`src/rtl/maze_round_ctrl.sv`:
```
// maze_round_ctrl: round sequencer for the maze game's BCD score counter.
//
// Turns raw start / move / goal levels into clean one-cycle controls for the
// score block (reload, move penalty, one-second tick) plus a win-freeze level.
// It detects a loss when the fed-back score reaches 0000. When the macro
// BEST_SCORE_EN is defined it also keeps the best winning score since reset.
// Without that macro, best_bcd_o is tied to 0 and best_valid_o to 0.
//
// Parameters
//   TICK_DIV       clk cycles per score tick; must be >= 2
// Ports
//   clk            system clock
//   rst            synchronous, active-high reset
//   start_i        level; rising edge starts / restarts a round
//   move_req_i     level; each rising edge is one player move
//   goal_reached_i level; high while the player sits on the goal cell
//   score_bcd_i    current 4-digit BCD score from the score block
//   score_rst_o    one-cycle pulse: reload score to 9999
//   score_move_o   one-cycle pulse: move penalty
//   score_tick_o   one-cycle pulse: time decrement
//   score_win_o    level: freeze the score block (round won)
//   state_o        0=IDLE, 1=ARMED, 2=RUN, 3=DONE
//   won_o, lost_o  round outcome, valid while in DONE
//   best_bcd_o     best winning score since reset
//   best_valid_o   best_bcd_o holds a real score
module maze_round_ctrl #(
  parameter int unsigned TICK_DIV = 10000000
) (
  input  logic        clk,
  input  logic        rst,
  input  logic        start_i,
  input  logic        move_req_i,
  input  logic        goal_reached_i,
  input  logic [15:0] score_bcd_i,
  output logic        score_rst_o,
  output logic        score_move_o,
  output logic        score_tick_o,
  output logic        score_win_o,
  output logic [1:0]  state_o,
  output logic        won_o,
  output logic        lost_o,
  output logic [15:0] best_bcd_o,
  output logic        best_valid_o
);

  localparam int unsigned DivW = (TICK_DIV > 1) ? $clog2(TICK_DIV) : 1;
  localparam logic [DivW-1:0] DivMax = DivW'(TICK_DIV - 1);

  typedef enum logic [1:0] {
    StIdle  = 2'd0,
    StArmed = 2'd1,
    StRun   = 2'd2,
    StDone  = 2'd3
  } state_e;

  state_e          state_q, state_d;
  logic [DivW-1:0] div_q, div_d;
  logic            score_rst_q, score_rst_d;
  logic            score_move_q, score_move_d;
  logic            score_tick_q, score_tick_d;
  logic            won_q, won_d;
  logic            lost_q, lost_d;

  // Input sample flops followed by prev flops. Both reset to 1 so a level that
  // is already high when reset releases is never seen as a rising edge.
  logic start_s_q, start_p_q;
  logic move_s_q, move_p_q;
  logic goal_s_q;

  logic start_edge, move_edge;

  assign start_edge = start_s_q & ~start_p_q;
  assign move_edge  = move_s_q & ~move_p_q;

  always_ff @(posedge clk) begin
    if (rst) begin
      start_s_q <= 1'b1;
      start_p_q <= 1'b1;
      move_s_q  <= 1'b1;
      move_p_q  <= 1'b1;
      goal_s_q  <= 1'b1;
    end else begin
      start_s_q <= start_i;
      start_p_q <= start_s_q;
      move_s_q  <= move_req_i;
      move_p_q  <= move_s_q;
      goal_s_q  <= goal_reached_i;
    end
  end

  always_comb begin
    state_d      = state_q;
    div_d        = '0;
    score_rst_d  = 1'b0;
    score_move_d = 1'b0;
    score_tick_d = 1'b0;
    won_d        = won_q;
    lost_d       = lost_q;

    unique case (state_q)
      StIdle: begin
        if (start_edge) begin
          score_rst_d = 1'b1;
          state_d     = StArmed;
        end
      end

      StArmed: begin
        // A restart in the same cycle as the first move wins; the move is dropped.
        if (start_edge) begin
          score_rst_d = 1'b1;
        end else if (move_edge) begin
          score_move_d = 1'b1;
          state_d      = StRun;
        end
      end

      StRun: begin
        // The move penalty is charged even on the cycle the round ends.
        score_move_d = move_edge;
        if (goal_s_q) begin
          state_d = StDone;
          won_d   = 1'b1;
        end else if (score_bcd_i == 16'h0000) begin
          state_d = StDone;
          lost_d  = 1'b1;
        end else if (start_edge) begin
          score_rst_d = 1'b1;
          state_d     = StArmed;
        end else if (div_q == DivMax) begin
          score_tick_d = 1'b1;
        end else begin
          div_d = div_q + DivW'(1);
        end
      end

      StDone: begin
        if (start_edge) begin
          score_rst_d = 1'b1;
          won_d       = 1'b0;
          lost_d      = 1'b0;
          state_d     = StArmed;
        end
      end

      default: state_d = StIdle;
    endcase
  end

  always_ff @(posedge clk) begin
    if (rst) begin
      state_q      <= StIdle;
      div_q        <= '0;
      score_rst_q  <= 1'b0;
      score_move_q <= 1'b0;
      score_tick_q <= 1'b0;
      won_q        <= 1'b0;
      lost_q       <= 1'b0;
    end else begin
      state_q      <= state_d;
      div_q        <= div_d;
      score_rst_q  <= score_rst_d;
      score_move_q <= score_move_d;
      score_tick_q <= score_tick_d;
      won_q        <= won_d;
      lost_q       <= lost_d;
    end
  end

`ifdef BEST_SCORE_EN
  logic [15:0] best_q;
  logic        best_valid_q;
  logic        best_upd;

  // Valid BCD orders the same as plain unsigned binary, so a 16-bit compare works.
  assign best_upd = (state_q == StRun) && goal_s_q &&
                    (!best_valid_q || (score_bcd_i > best_q));

  always_ff @(posedge clk) begin
    if (rst) begin
      best_q       <= 16'h0000;
      best_valid_q <= 1'b0;
    end else if (best_upd) begin
      best_q       <= score_bcd_i;
      best_valid_q <= 1'b1;
    end
  end

  assign best_bcd_o   = best_q;
  assign best_valid_o = best_valid_q;
`else
  assign best_bcd_o   = 16'h0000;
  assign best_valid_o = 1'b0;
`endif

  assign score_rst_o  = score_rst_q;
  assign score_move_o = score_move_q;
  assign score_tick_o = score_tick_q;
  assign score_win_o  = won_q;
  assign state_o      = state_q;
  assign won_o        = won_q;
  assign lost_o       = lost_q;

endmodule

```
`config.mk`:
```
export PLATFORM = sky130hd
export DESIGN_NAME = maze_round_ctrl
export DESIGN_NICKNAME = d
export VERILOG_FILES = /design/src/rtl/maze_round_ctrl.sv
export SDC_FILE = /design/constraint.sdc
export NUM_CORES = 1
export LEC_CHECK = 0
export ABC_AREA = 0
export ABC_CLOCK_PERIOD_IN_PS = 3100
export CAP_MARGIN = 0
export CORE_AREA = 4 4 77 61
export CTS_CLUSTER_DIAMETER = 40
export CTS_CLUSTER_SIZE = 28
export DETAILED_ROUTE_END_ITERATION = 12
export DIE_AREA = 0 0 81 65
export PLACE_DENSITY = 0.85
export SLEW_MARGIN = 0
export SYNTH_ARGS = -nofsm -noshare
export SYNTH_HDL_FRONTEND = slang
export SYNTH_SLANG_ARGS = --single-unit
```
`constraint.sdc`:
```
create_clock -name clk -period 3.1 [get_ports clk]
set_clock_uncertainty 0.1 [all_clocks]
set_input_delay 0.62 -clock clk [delete_from_list [all_inputs] [get_ports clk]]
set_output_delay 0.62 -clock clk [all_outputs]
set_load 0.02 [all_outputs]
```
Yosys cells after proc, flatten, opt, wreduce, memory -nomap -nowiden
Cells that the tools add are included.
Storage, ports and cells
  bits in registers: 36
  bits in latches: 0
  bits in read-only memories: 0
  bits in writable memories: 0
  memories: 0
Operators by class
  divide/modulo/power cells: 0
  $lt $le $gt $ge: 0
  reductions and logical operators: 10
  equality and inequality tests: 10
  bitwise operators: 5
  multiplexer cells: 20
  $mul: 0
  shifts and indexed selects: 0
  $add $sub $neg: 1
Operator list (count)
  24-bit by 1-bit adder with 24-bit output (second input constant): 1
  24-bit equality test (second input constant): 1
  16-bit logical NOT: 1
  2-bit != test (second input constant): 6
  1-bit two-way mux: 10
  2-bit two-way mux: 5
  1-bit one-hot mux with 2 select lines: 4
  2-bit one-hot mux with 3 select lines: 1
  6-bit OR reduction: 1
  5-bit OR reduction: 1
  2-bit equality test (second input constant): 2
  4-bit AND reduction: 1
  1-bit inverter: 3
  3-bit AND reduction: 1
  3-bit OR reduction: 1
  1-bit bitwise AND: 2
  2-bit by 1-bit equality test with 1-bit output (second input constant): 1
  2-bit logical NOT: 1
  2-bit AND reduction: 1
  2-bit nonzero test: 1
  2-bit OR reduction: 1

Longest topological paths before layout
  depth in word-level cells: 6
  depth in mapped cells: 7
  depth with buffers taken out: 6

Least setup slack after synthesis
OpenSTA, ideal clock, no wires.
  path type: input-to-reg
  from: input port score_bcd_i[1]
  to: register div_q[1]
  path buffers: 2
  required time: 2851 ps
  setup slack: 644 ps
  cell stages on the path: 6
  arrival time: 2207 ps
  path through: or4_1 > nor4_1 > or4_2 > buf_6 > buf_2 > nor3b_1
Between the ends
  cells in the longest elaborated chain, start to end: 2
Ends and longest elaborated chain
  start, declared: RTL line 34  | input logic [15:0] score_bcd_i,
  16-bit logical NOT: RTL line 124  | end else if (score_bcd_i == 16'h0000) begin
  6-bit OR reduction (no source line)
  end signal, assigned: RTL line 161  | div_q <= div_d;
  end, declared: RTL line 57  | logic [DivW-1:0] div_q, div_d;
Every way passes these cells.
A chain may end at the register's enable or synchronous reset.

Worst setup path in the final report
  from: input port score_bcd_i[1]
  to: register div_q[12]
Same word-level chain as after synthesis.

==> impl_metrics.json <==
{
  "post-synth-top-area-cell": "dfxtp_1",
  "io_buffers": 28,
  "worstHoldPathType": "reg2reg",
  "async_reset_ff_frac": 0,
  "p_int_w": 0.000759,
  "place.gp.congestion": 0.770,
  "period_share": 0.836,
  "die_y_um": 65,
  "syn_area_um2": 1880,
  "drt-total-wl_um": 3900,
  "tritoncts": "yes",
  "clkPwrFrac": 0.317,
  "grt_pass1_vias": 1509,
  "cp.arrival_ps": 2640,
  "path_delay_family": "simple AND/OR/NAND/NOR gates",
  "clkLatencyLatePin_ps": 290,
  "dp.cells": 289,
  "rsz0062_at_grt": "no",
  "area.growth.synth_to_final_pct": 18.9,
  "via_per_inst": 5.35,
  "powerDensity_nw_per_um2": 472,
  "postLayoutCoreUtil": 0.564,
  "critPathLaunchType": "primary input",
  "finalSetupViolations": 0,
  "drtPass1Iterations": 5,
  "postCtsResizedCells": 0,
  "ir_drop_mv": 0.204,
  "core_area_um2": 3950,
  "h-tree-depth": 2,
  "fmax_mhz": 386,
  "pin_count": 46,
  "grt_overflow": 0,
  "seqPwrFrac": 0.479,
  "r2r_setup_slack_ps": 670,
  "synthCells": 212,
  "yosysSeqAreaShare": 0.384,
  "crit_required_ps": 3140,
  "ys_warn_count": 0,
  "dp_hpwl_um": 2910,
  "vias": 1589,
  "p_sw_w": 0.000295,
  "synth_area_leaders": "dfxtp_1, buf_4, nor3_1",
  "path_buf_inv": 1,
  "nets": 268,
  "p_sw_frac": 0.280,
  "fillCellCount": 355,
  "cp_cell_sequence": "clkdlybuf4s50_1, or4_1, nor4_1, or4_2, nor3_1",
  "cp_slowest_cell": "or4_1",
  "grt_pass1_wl_um": 6710,
  "synth-seq-cells": 36,
  "die_w_um": 81,
  "row_count": 20,
  "postCtsHoldBufs": 0,
  "start_util": 0.474,
  "crit_type": "in2reg",
  "cpPeakStageDelay_ps": 550,
  "finalHoldViolCount": 0,
  "netlist-cell-type-count": 41,
  "track_usage": 0.165,
  "fin_tns_setup_ps": 0,
  "max-cap-violations": 0,
  "fin_crit_ps": 2590,
  "drc": 0,
  "drtIter0Drc": 90,
  "synth_edf_count": 0,
  "layoutNonFillerInstCount": 297,
  "cts_buffer_depth": 2,
  "crit_fanout": 25,
  "grt_max_degree": 26,
  "numCtsBuffers": 5,
  "clkTransAtPathRegs_ps": 60,
  "cts.sinks": 36,
  "multi_input_area_um2": 1010,
  "post-cts-setup-buffer-count": 0,
  "critPathCaptureType": "flop",
  "pwr-share-comb": 0.204,
  "wire_per_inst_um": 13.1,
  "power.total_w": 0.00105,
  "n_antenna_cell": 0,
  "antenna_found_initial": 0,
  "cts_root_buffer": "clkbuf_8",
  "ant_nets": 0,
  "status": "finished, final reports clean",
  "drv_slew": 0,
  "drive_gt1_frac": 0.0950,
  "die-area_um2": 5270,
  "synth_ff_type": "dfxtp_1",
  "ff_latch_area_um2": 721,
  "synth_top_area_frac": 0.384,
  "postSynthAreaPerCell_um2": 8.85,
  "power.leakage_nw": 0.703
}
==> worst register-to-register path: stages, from the launching register on <==
cell and delay (ps):
dfxtp_1 390, ha_1 240, nand4_1 140, or4_1 730, or4_1 550, a211oi_2 220
==> Yosys cell counts, drive strengths merged (2+ instances only) <==
cell type and n:
dfxtp 36, buf 24, nor3 19, or4 11
o21ai 10, a211oi 9, inv 9, nand2 9
xnor2 9, nor2 8, nand4 7, or3 7
ha 6, nand3 6, nor4 6, or2 6
a21oi 4, xor2 4, o31ai 3, clkbuf 2
nand2b 2, nor2b 2, o21a 2
==> through the flow <==
stage          setup slack (ps)  hold slack, ps  area (um2)
2_1_floorplan               644             309        1940
3_3_place_gp                356             318        2140
3_5_place_dp                227             318        2140
4_1_cts                     530             347        2230
5_1_grt                     317             369        2230
6_report                    510             347        2230
==> kinds of logic (layout without fill, tap and decap cells) <==
| family | count (synthesis) | after routing | share of synthesized area |
|---|---|---|---|
| AOI/OAI and AO/OA | 33 | 33 | 0.120 |
| DFF | 36 | 36 | 0.384 |
| and+or+nand+nor | 88 | 88 | 0.278 |
| buffers and inverters | 35 | 49 | 0.115 |
| other | 1 | 17 | 0.00200 |
| adders and majority gates | 6 | 6 | 0.0400 |
| xor gates and xnor gates | 13 | 13 | 0.0607 |
==> per-layer routing <==
layer	track usage	routed length, um
met1	0.199	1740
met2	0.274	1910
met3	0.0444	226
met4	0.0696	21
met5	0	0
==> sequential cells by signal (all words and copies together), names as in the netlist <==
signal and count:
score_win_o 1, score_rst_o 1, div_q 24, score_move_o 1
score_tick_o 1, start_s_q 1, move_p_q 1, move_s_q 1
start_p_q 1, goal_s_q 1, state_o 2, lost_o 1
==> power groups by stage <==
stage               sequential [W]  clock (W)  combinational [W]
detailed placement        0.000515          0           0.000213
global placement          0.000513          0           0.000208
floorplan                 0.000525          0           0.000141
finish                    0.000505   0.000334           0.000215
CTS                       0.000504   0.000341           0.000214
global route              0.000508   0.000359           0.000234
==> final timing paths <==
| check | from | depth (start not counted) | to |
|---|---|---|---|
| worst max-delay path | score_bcd_i[1] | 5 | div_q[12] |
| worst max register to register | div_q[0] | 5 | div_q[20] |
| worst min register to register | start_s_q | 1 | start_p_q |
| worst min-delay path | start_s_q | 1 | start_p_q |
==> placed cells by master (no fill, tap or decap), types with 6 or more instances in the layout <==
master,instances
or2_2,6
o21ai_0,10
or4_1,9
nor3_1,19
clkbuf_8,6
clkdlybuf4s50_1,28
nor2_1,8
nand2_1,9
xnor2_1,9
or3_1,6
nand4_1,6
dfxtp_1,36
conb_1,17
nand3_1,6
inv_1,9
ha_1,6
a211oi_1,7
==> area by class of cell <==
| class | count | share of cell area |
|---|---|---|
| tap | 55 | 0.0309 |
| sequential | 36 | 0.323 |
| clock buffer | 8 | 0.0404 |
| timing repair buffer | 32 | 0.139 |
| inverter | 9 | 0.0152 |
| multi-input combinational | 157 | 0.451 |
Note: power is estimated with default switching activity, not from simulation.
